[src/rtl/expr_judge.sv]
// expr_judge: judges the player's keypad answer against a captured expression.
// Build option: define JUDGE_TIMEOUT_EN to add an answer-window down-counter
// (TIMEOUT_CYCLES ENTRY cycles); without it ENTRY waits indefinitely and
// timeout_o is tied low.
// Ports:
//   clk, rst        clock, asynchronous active-low reset
//   start_i         capture request (honoured in IDLE only)
//   exp_i, line_i   expression word {num1, op, num2} and its lane
//   key_valid_i     one keypad event this cycle
//   key_code_i      0-9 digit, C clear, E sign toggle, F enter
//   busy_o          high in EVAL, ENTRY and JUDGE
//   q_exp_o         captured expression
//   q_line_o        captured lane
//   answer_o        signed result of q_exp_o
//   entry_o         signed value entered so far
//   correct_o       one-cycle pulse on a right answer
//   wrong_o         one-cycle pulse on a wrong answer
//   timeout_o       one-cycle pulse when the answer window expired
//   score_o         saturating count of correct answers
module expr_judge #(
    parameter int unsigned TIMEOUT_CYCLES = 1000
) (
    input  logic        clk,
    input  logic        rst,
    input  logic        start_i,
    input  logic [11:0] exp_i,
    input  logic [1:0]  line_i,
    input  logic        key_valid_i,
    input  logic [3:0]  key_code_i,
    output logic        busy_o,
    output logic [11:0] q_exp_o,
    output logic [1:0]  q_line_o,
    output logic [7:0]  answer_o,
    output logic [7:0]  entry_o,
    output logic        correct_o,
    output logic        wrong_o,
    output logic        timeout_o,
    output logic [7:0]  score_o
);

    localparam int unsigned EXP_W = 12;
    localparam int unsigned VAL_W = 8;
    localparam int unsigned MAG_W = 7;
    localparam int unsigned CNT_W = 16;

    typedef enum logic [1:0] {
        S_IDLE  = 2'd0,
        S_EVAL  = 2'd1,
        S_ENTRY = 2'd2,
        S_JUDGE = 2'd3
    } state_e;

    state_e             state_q, state_d;
    logic [EXP_W-1:0]   q_exp_q, q_exp_d;
    logic [1:0]         q_line_q, q_line_d;
    logic [VAL_W-1:0]   answer_q, answer_d;
    logic [VAL_W-1:0]   entry_q, entry_d;
    logic [VAL_W-1:0]   score_q, score_d;
    logic [MAG_W-1:0]   mag_q, mag_d;
    logic               sign_q, sign_d;
    logic [1:0]         ndig_q, ndig_d;
    logic               busy_q, busy_d;
    logic               correct_q, correct_d;
    logic               wrong_q, wrong_d;

    logic               enter_c;
    logic               expire_c;
    logic               timed_out_c;
    logic [VAL_W-1:0]   eval_c;
    logic [3:0]         a_c, b_c;

    assign enter_c = key_valid_i && (key_code_i == 4'hF);
    assign a_c     = q_exp_q[11:8];
    assign b_c     = q_exp_q[3:0];

    // Expression evaluator; subtraction wraps naturally into two's complement.
    always_comb begin
        eval_c = '0;
        case (q_exp_q[7:4])
            4'hA:    eval_c = VAL_W'(a_c) + VAL_W'(b_c);
            4'hB:    eval_c = VAL_W'(a_c) - VAL_W'(b_c);
            4'hC:    eval_c = VAL_W'(a_c) * VAL_W'(b_c);
            4'hD:    eval_c = (b_c == 4'd0) ? '0 : VAL_W'(a_c / b_c);
            default: eval_c = '0;
        endcase
    end

`ifdef JUDGE_TIMEOUT_EN
    logic [CNT_W-1:0] tmo_cnt_q, tmo_cnt_d;
    logic             timed_out_q, timed_out_d;
    logic             timeout_q, timeout_d;

    // Expiry fires on the ENTRY edge that takes the counter to zero.
    assign expire_c    = (tmo_cnt_q <= CNT_W'(1));
    assign timed_out_c = timed_out_q;
    assign timeout_o   = timeout_q;

    // Answer-window counter and the forced-wrong flag carried into JUDGE.
    always_comb begin
        tmo_cnt_d   = tmo_cnt_q;
        timed_out_d = 1'b0;
        timeout_d   = 1'b0;
        if (state_q == S_EVAL) begin
            tmo_cnt_d = CNT_W'(TIMEOUT_CYCLES);
        end else if (state_q == S_ENTRY) begin
            if (tmo_cnt_q != '0) begin
                tmo_cnt_d = tmo_cnt_q - CNT_W'(1);
            end
            timed_out_d = expire_c && !enter_c;
        end else if (state_q == S_JUDGE) begin
            timeout_d = timed_out_q;
        end
    end

    always_ff @(posedge clk or negedge rst) begin
        if (!rst) begin
            tmo_cnt_q   <= '0;
            timed_out_q <= 1'b0;
            timeout_q   <= 1'b0;
        end else begin
            tmo_cnt_q   <= tmo_cnt_d;
            timed_out_q <= timed_out_d;
            timeout_q   <= timeout_d;
        end
    end
`else
    logic unused_tmo_c;

    assign unused_tmo_c = |TIMEOUT_CYCLES;
    assign expire_c     = 1'b0;
    assign timed_out_c  = 1'b0;
    assign timeout_o    = 1'b0;
`endif

    // Next-state and registered-output logic.
    always_comb begin
        state_d   = state_q;
        q_exp_d   = q_exp_q;
        q_line_d  = q_line_q;
        answer_d  = answer_q;
        score_d   = score_q;
        mag_d     = mag_q;
        sign_d    = sign_q;
        ndig_d    = ndig_q;
        correct_d = 1'b0;
        wrong_d   = 1'b0;

        case (state_q)
            S_IDLE: begin
                if (start_i) begin
                    state_d  = S_EVAL;
                    q_exp_d  = exp_i;
                    q_line_d = line_i;
                    mag_d    = '0;
                    sign_d   = 1'b0;
                    ndig_d   = '0;
                end
            end
            S_EVAL: begin
                answer_d = eval_c;
                state_d  = S_ENTRY;
            end
            S_ENTRY: begin
                if (key_valid_i) begin
                    if (key_code_i <= 4'd9) begin
                        // Third and later digits are dropped.
                        if (ndig_q < 2'd2) begin
                            mag_d  = mag_q * MAG_W'(10) + MAG_W'(key_code_i);
                            ndig_d = ndig_q + 2'd1;
                        end
                    end else if (key_code_i == 4'hE) begin
                        sign_d = ~sign_q;
                    end else if (key_code_i == 4'hC) begin
                        mag_d  = '0;
                        sign_d = 1'b0;
                        ndig_d = '0;
                    end
                end
                // Enter wins over a simultaneous expiry.
                if (enter_c || expire_c) begin
                    state_d = S_JUDGE;
                end
            end
            S_JUDGE: begin
                state_d = S_IDLE;
                if (!timed_out_c && (entry_q == answer_q)) begin
                    correct_d = 1'b1;
                    if (score_q != 8'hFF) begin
                        score_d = score_q + 8'd1;
                    end
                end else begin
                    wrong_d = 1'b1;
                end
            end
            default: state_d = S_IDLE;
        endcase

        busy_d  = (state_d != S_IDLE);
        // Negative zero folds to 0 because 0 - 0 is 0.
        entry_d = sign_d ? (8'd0 - {1'b0, mag_d}) : {1'b0, mag_d};
    end

    always_ff @(posedge clk or negedge rst) begin
        if (!rst) begin
            state_q   <= S_IDLE;
            q_exp_q   <= '0;
            q_line_q  <= '0;
            answer_q  <= '0;
            entry_q   <= '0;
            score_q   <= '0;
            mag_q     <= '0;
            sign_q    <= 1'b0;
            ndig_q    <= '0;
            busy_q    <= 1'b0;
            correct_q <= 1'b0;
            wrong_q   <= 1'b0;
        end else begin
            state_q   <= state_d;
            q_exp_q   <= q_exp_d;
            q_line_q  <= q_line_d;
            answer_q  <= answer_d;
            entry_q   <= entry_d;
            score_q   <= score_d;
            mag_q     <= mag_d;
            sign_q    <= sign_d;
            ndig_q    <= ndig_d;
            busy_q    <= busy_d;
            correct_q <= correct_d;
            wrong_q   <= wrong_d;
        end
    end

    assign busy_o    = busy_q;
    assign q_exp_o   = q_exp_q;
    assign q_line_o  = q_line_q;
    assign answer_o  = answer_q;
    assign entry_o   = entry_q;
    assign correct_o = correct_q;
    assign wrong_o   = wrong_q;
    assign score_o   = score_q;

endmodule

[config.mk]
export PLATFORM = sky130hd
export DESIGN_NAME = expr_judge
export DESIGN_NICKNAME = d
export VERILOG_FILES = /design/src/rtl/expr_judge.sv
export SDC_FILE = /design/constraint.sdc
export NUM_CORES = 1
export LEC_CHECK = 0
export CORE_UTILIZATION = 35
export DETAILED_ROUTE_END_ITERATION = 8
export DONT_BUFFER_PORTS = 1
export PLACE_DENSITY_LB_ADDON = 0.05
export SLEW_MARGIN = 5
export SYNTH_ARGS = -nofsm -noshare
export SYNTH_HDL_FRONTEND = slang
export SYNTH_SLANG_ARGS = --single-unit
[constraint.sdc]
create_clock -name clk -period 9.95 [get_ports clk]
set_input_delay 0.4975 -clock clk [delete_from_list [all_inputs] [get_ports clk]]
set_output_delay 0.4975 -clock clk [all_outputs]
set_load 0.03 [all_outputs]
Word level (Yosys, flattened, before mapping)
Index checks and enable logic that the tools add are counted.

cells by class
  $add $sub $neg = 6
  $mul = 2
  divide/modulo/power cells = 1
  magnitude comparators = 2
  equality and inequality tests = 17
  mux-type cells = 30
  bitwise gates (word level) = 1
  reduce and logical (&&, ||, !) cells = 8

operators by type and width
  kind                   number
  $mux W7                6
  $pmux W8 S4            1
  $eq A4 B4 Y1 const B   7
  $mux W2                8
  $mux W8                2
  $pmux W7 S2            1
  $mux W1                9
  $ne A3 B3 Y1 const B   3
  $add A8 B1 Y8 const B  1
  $div A4 B4 Y8          1
  $eq A8 B8 Y1           1
  $mul A4 B4 Y8          1
  $ne A8 B8 Y1 const B   1
  $pmux W2 S4            1
  $sub A1 B7 Y8 const A  1
  $add A7 B4 Y7          1
  $mul A7 B3 Y6 const B  1
  $reduce_and A6 Y1      1
  $add A4 B4 Y5          1
  $sub A4 B4 Y5          1
  $eq A2 B2 Y1 const B   2
  $le A4 B4 Y1 const B   1
  $logic_not A4 Y1       1
  $ne A2 B2 Y1 const B   2
  other kinds (11)       12

word-level totals
  register bits = 53
  input port bits = 22
  output and inout port bits = 42
  word-level logic and storage cells = 79

Depth between registers and ports, before layout
Gate-level depths: netlist (run 1).

  word-level depth = 8
  mapped depth = 47
  mapped depth without buffers = 46

Worst setup path after synthesis (run 1)
No wires, ideal clock.

  path type = reg2reg
  from = register q_exp_q[0], in the netlist q_exp_o[0]
  to = register answer_q[0], in the netlist answer_o[0]
  setup time = 104 ps
  data arrival time = 8400 ps
  data required time = 9846 ps
  setup slack = 1446 ps
  cell stages (with the launch flop) = 39
  buffers on the path = 1
  period minus slack after synthesis = 8504 ps
  cell sequence = dfrtp_1 > inv_1 > ha_1 > o211ai_1 > a21oi_1 > a211o_2 > o21a_1 > ha_1 > or3_1 > o22ai_1 > mux2i_1 > inv_1 > ha_1 > a221o_1 > a211oi_4 > o21ai_0 > ha_1 > o21a_1 > [3 not listed] > nand2_1 > o211ai_1 > buf_2 > mux2i_1 > ha_1 > o21a_1 > o21ai_0 > nand2b_1 > a21oi_1 > o21ai_2 > mux2_4 > ha_1 > a21boi_0 > o21ai_0 > nand3b_1 > inv_1 > o211a_1 > a221oi_1

between the ends
  word-level cells in the longest chain between the ends = 3
  elaborated cells between the ends (all ways) = 7
  classes of those cells = add/sub: 2; mul: 1; div: 1; mux: 2; reduce/logical: 1

RTL lines
  what                                               line  source
  start, declared                                    54    logic [EXP_W-1:0] q_exp_q, q_exp_d;
  start signal, assigned                             219   q_exp_q <= q_exp_d;
  $div A4 B4 Y8 or $logic_not A4 Y1 (tied branches)  83    4'hD: eval_c = (b_c == 4'd0) ? '0 : VAL_W'(a_c / b_c);
  $mux W8                                            83
  $pmux W8 S4 *                                      79    case (q_exp_q[7:4])
  end signal, assigned                               221   answer_q <= answer_d;
  end, declared                                      56    logic [VAL_W-1:0] answer_q, answer_d;

Every way passes the cells marked *; elsewhere a longest branch is shown, timed or not.
A chain may end at the register's enable or synchronous reset.

Worst setup path in the final report (run 1)
  from = register q_exp_q[2], in the netlist q_exp_o[2]
  to = register answer_q[0], in the netlist answer_o[0]

between the ends
  word-level cells in the longest chain between the ends = 3
  elaborated cells between the ends (all ways) = 4
  classes of those cells = div: 1; mux: 2; reduce/logical: 1

RTL lines
  what                                               line
  $div A4 B4 Y8 or $logic_not A4 Y1 (tied branches)  83
  $mux W8 *                                          83
  $pmux W8 S4 *                                      79

Marked as above.

==> results of run 1 <==
-- cell usage after synthesis (all sizes together), types with 7 or more instances --
library cell / count
nor2b: 8
a21o: 9
xnor2: 31
fa: 8
a22o: 7
inv: 43
ha: 63
mux2i: 8
a21oi: 24
xor2: 10
nor3: 15
nand3: 8
o21a: 10
mux2: 19
dfrtp: 52
o21ai: 18
nand2: 30
nand4: 9
nor2: 41
-- per-stage QoR --
stage / util / hold WS (ns) / cells / instance area (µm²)
final: 0.397 / 0.0448 / 683 / 5050
after global routing: 0.396 / 0.0645 / 681 / 5040
after CTS: 0.396 / 0.0514 / 681 / 5040
after detailed placement: 0.383 / 0.203 / 672 / 4870
after global placement: 0.383 / 0.203 / 672 / 4870
after floorplan: - / 0.202 / 496 / 4610
-- layout make-up --
class | instances | area [µm²] | area share
Clock inverter | 3 | 21.3 | 0.00421
Sequential cell | 52 | 1300 | 0.258
Antenna cell | 2 | 5.00 | 0.000992
Clock buffer | 5 | 125 | 0.0248
Tap cell | 172 | 215 | 0.0426
Timing Repair Buffer | 11 | 103 | 0.0203
Multi-Input combinational cell | 394 | 3110 | 0.617
Inverter | 44 | 165 | 0.0327
-- cells by family after synthesis --
kind of cell | share of synthesized area
AO/OA/AOI/OAI | 0.171
multiplexers | 0.0664
adder cells (fa/ha/maj) | 0.206
other | 0.000816
AND/OR/NAND/NOR | 0.151
XOR/XNOR | 0.0781
flip-flops | 0.283
buffers and inverters | 0.0430
-- layer usage --
| layer | vias up | GRT usage | wire length, µm | share of wire |
|---|---|---|---|---|
| li1 | 1790 | - | - | - |
| met1 | 1740 | 0.260 | 5860 | 0.47 |
| met2 | 88 | 0.316 | 5380 | 0.44 |
| met3 | 20 | 0.0498 | 774 | 0.063 |
| met4 | 0 | 0.0768 | 344 | 0.028 |
| met5 | - | 0 | 0 | 0 |
-- worst max-delay path: cells and delay by family, from the launching register on --
family | cells | cell delay, ns
AOI/OAI and AO/OA | 20 | 4.13
adders and majority gates | 6 | 1.84
buffers and inverters | 5 | 0.61
DFF | 1 | 0.35
muxes | 3 | 1.06
and+or+nand+nor | 5 | 0.91
-- sequential cells by signal (all words and copies together), names as in the netlist --
name and count:
q_line_o 2, entry_o 7, ndig_q 2, score_o 8, sign_q 1, busy_o 1
wrong_o 1, mag_q 7, answer_o 8, q_exp_o 12, state_q 2, correct_o 1
-- final timing paths --
| kind | cells after the start | from | end | slack, ns |
|---|---|---|---|---|
| min in group clk | 1 | exp_i[9] | q_exp_o[9] | 0.34 |
| worst max register to register | 39 | q_exp_o[2] | answer_o[0] | 0.96 |
| max in group asynchronous | 1 | rst | answer_o[5] | 9.66 |
| worst max-delay path | 39 | q_exp_o[2] | answer_o[0] | 0.96 |
| worst min-delay path | 1 | rst | ndig_q[1] | 0.04 |
| worst min register to register | 1 | ndig_q[0] | ndig_q[0] | 0.53 |
-- timing repair --
action | CTS | global route
endpoints found under the hold margin | 52 | 0
endpoints found under the setup margin | 0 | 0
hold buffers | 1 | 0
==> impl_metrics.tcl, run 1 <==
set metrics [dict create \
    fin_skew_ns 0.00768 \
    wl_per_cell_um 18.1 \
    synth_seq_cells 52 \
    synth_ff_type "dfrtp_1" \
    die_w_um 117 \
    start_kind "flip-flop" \
    finalHoldViolations 0 \
    vias 3638 \
    cpMostUsedCell "ha_1" \
    crit_slowest_cell "mux2i_1" \
    final_cell_mix "ha_1, dfrtp_1, inv_1, nor2_1, xnor2_1" \
    setup_violations 0 \
    nets 601 \
    wl_mm 12.4 \
    gr-total-overflow 0 \
    end_kind "flip-flop" \
    max_cap_violations 0 \
    synth_warnings 0 \
    status "finished clean" \
    start_util 0.361 \
    setup_slack_ns 0.956 \
    hp-class "input port to async pin" \
    vias_per_cell 5.33 \
    dpl.hpwl_mm 9.60 \
    grt_max_degree 53 \
    syn_area_mm2 0.00460 \
    htree_levels 2 \
    core_mm2 0.0127 \
    layout-drive-gt1-share 0.0923 \
    max_freq_mhz 111 \
    areaGrowthSynthToFinish_pct 9.83 \
    root_buffer "clkbuf_16" \
    synth.largest_area_cell "dfrtp_1" \
    pre_cts_ws_ns 0.981 \
    synth_cells 492 \
    crit_arrival_ns 9.20 \
    io_buffers 0 \
    postSynthAreaPerCell_um2 9.34 \
    tns_ns 0 \
    cts.sinks 52 \
    clk_latency_ns 0.31 \
    max_stage_delay_ns 0.47 \
    clk_path_buf_depth 2 \
    grt_pass1_vias 3788 \
    die_area_mm2 0.0136 \
    track_usage 0.199 \
    cts_tree "yes" \
    dr.pass1.iters 4 \
    clkTransAtPathRegs_ns 0.08 \
    io-pin-count 64 \
    criticalPathCategory "flip-flop to flip-flop" \
    std_cell_rows 41 \
    ys_seq_area_frac 0.283 \
    finalCritPeriodShare 0.904 \
    async_reset_ff_frac 1.00 \
    grt_pass1_wl_mm 20.3 \
    synth_area_leaders "dfrtp_1, ha_1, xnor2_1" \
    ys_types 64 \
    slew_headroom 0.242 \
    dr.first_iter.drc_count 192 \
    final_common_cell "ha_1" \
    num-fill-cells 1355 \
    cts_setup_buffers 0 \
    tightest_slew_ns 1.13 \
    place.gp.congestion 0.826 \
    path_max_fanout 11 \
    antenna_found_initial 2 \
    rsz0062_at_grt "no" \
    synth_edf_count 0 \
    yosys.area.top_type_share 0.283 \
    slew_violations 0 \
    cts_resized 0 \
    drt.antenna.violating_nets 0 \
    die_h_um 117 \
    numCtsBuffers 5 \
    drc 0 \
    worstPathRequired_ns 10.15 \
    finalCriticalPeriod_ns 8.99 \
]
Power of run 1 is left out: the tool's default activity adds up to more than one toggle a clock period on the data nets, which glitch-free logic cannot reach.
==> run 2, diff against run 1 <==
- CORE_UTILIZATION: 35 -> 40
- GPL_ROUTABILITY_DRIVEN: unset -> 0
- clock period: 9.95 -> 8 ns (I/O delays scaled with it)
==> run 2 against run 1 <==
Net effect:
- flip-flop and latch count did not move
- highest routed layer is now met5
- cell area rose by 5.3%
- global-route usage rose by 1.4 points
- die area fell by 12%
- via count rose by 2.7%
- fmax rose by 17%
- core utilization rose by 8.5 points
- worst hold slack improved by 0.20 ns
- clock-buffer cell count did not move
==> impl_metrics.tcl, run 2 (same netlist as run 1, synthesis figures left out) <==
set metrics [dict create \
    nets 623 \
    post_dp_cell_area_mm2 0.00490 \
    clk_path_buf_depth 2 \
    die_area_mm2 0.0119 \
    r2r_slack_ns 0.34 \
    path_max_fanout 6 \
    hold_start "exp_i[2]" \
    start_util 0.417 \
    layout.cells.non_filler 671 \
    fin_skew_ns 0.00664 \
    tns_ns 0 \
    core_mm2 0.0110 \
    vias_per_cell 5.57 \
    slew_violations 0 \
    final_cell_area_mm2 0.00532 \
    cpMostUsedCell "o21a_1" \
    cts.sinks 52 \
    timing.rr.end "answer_o[0]" \
    start_kind "flip-flop" \
    drt.antenna.violating_nets 0 \
    max_stage_delay_ns 0.38 \
    drc 0 \
    crit_end "answer_o[0]" \
    cts_tree "yes" \
    layout-drive-gt1-share 0.171 \
    die_w_um 109 \
    wl_per_cell_um 17.7 \
    gr-total-overflow 0 \
    end_kind "flip-flop" \
    crit_slowest_cell "a221o_1" \
    worstSetupStartpoint "q_exp_o[0]" \
    track_usage 0.213 \
    tightest_slew_ns 1.19 \
    worstPathRequired_ns 8.21 \
    vias 3735 \
    num_antenna_cells 0 \
    finalCritPeriodShare 0.958 \
    crit_arrival_ns 7.87 \
    slew_headroom 0.184 \
    largest_reg_flops 12 \
    max_cap_violations 0 \
    criticalPathCategory "flip-flop to flip-flop" \
    finalCriticalPeriod_ns 7.66 \
    status "finished clean" \
    root_buffer "clkbuf_16" \
    areaGrowthSynthToFinish_pct 15.7 \
    antenna_found_initial 1 \
    dpl.hpwl_mm 9.19 \
    std_cell_rows 38 \
    dr.pass1.iters 4 \
    io_buffers 0 \
    setup_violations 0 \
    grt_max_degree 53 \
    wl_mm 11.9 \
    final_common_cell "ha_1" \
    clk_latency_ns 0.30 \
    ff2ff_path_depth 39 \
    rsz0062_at_grt "yes" \
    dr.first_iter.drc_count 173 \
    reg2reg_from "q_exp_o[0]" \
    die_h_um 109 \
    numCtsBuffers 5 \
    io-pin-count 64 \
    placed_cells 645 \
    max_freq_mhz 131 \
    grt_pass1_wl_mm 19.2 \
    grt_pass1_vias 3758 \
    htree_levels 2 \
    clkTransAtPathRegs_ns 0.08 \
    hp-class "input port to flip-flop" \
    postLayoutCoreUtil 0.482 \
    finalHoldViolations 0 \
    final_cell_mix "ha_1, dfrtp_1, inv_1, nor2_1, xnor2_1" \
]
## run 2: changes by cell type in the layout (fill, tap and decap cells not counted), sizes merged
cell,before,now
inv,44,43
clkinvlp,1,2
buf,11,32
diode,2,0
dlygate4sd3,0,1
## run 2: worst min path at each step
stage / cells after the start / end / slack [ns]
floorplan: 0 / answer_o[0] / 0.10
CTS: 1 / q_exp_o[7] / 0.24
detailed placement: 0 / mag_q[1] / 0.11
finish: 1 / q_exp_o[2] / 0.25
global placement: 0 / mag_q[1] / 0.11
global route: 1 / q_line_o[1] / 0.23
## run 2: per-stage QoR
stage	hold slack (ns)	setup slack, ns
after CTS	0.240	0.0268
after global placement	0.106	0.260
after floorplan	0.104	0.0104
after global routing	0.234	-0.128
final	0.248	0.338
after detailed placement	0.106	0.0605
## run 2: per-layer routing
layer / vias up / global-route usage / share of wire
li1: 1837 / - / -
met5: - / 0 / 0.0011
met1: 1784 / 0.271 / 0.46
met2: 93 / 0.343 / 0.45
met4: 2 / 0.0695 / 0.021
met3: 19 / 0.0663 / 0.061
## run 2: cell type report
type / count / area [µm²]
tap: 140 / 175
clock buffer: 5 / 125
multi-input combinational: 394 / 3240
timing repair buffer: 33 / 274
clock inverter: 3 / 27.5
inverter: 44 / 169
sequential: 52 / 1310
fill: 1078 / 5710
## run 2: worst max-delay path, delay by kind of cell (launching register included)
kind / cells / cell delay, ns
AO/OA/AOI/OAI: 22 / 4.03
multiplexers: 2 / 0.61
AND/OR/NAND/NOR: 7 / 0.92
adder cells (fa/ha/maj): 6 / 1.54
buffers and inverters: 2 / 0.10
flip-flops: 1 / 0.37
## run 2: timing repair
item | 4_1_cts | 5_1_grt
hold buffers | 2 | 0
endpoints found under the setup margin | 0 | 1
endpoints found under the hold margin | 52 | 0
gates resized for setup | 0 | 20
setup buffers | 0 | 16
Power of run 2 is left out for the same reason.
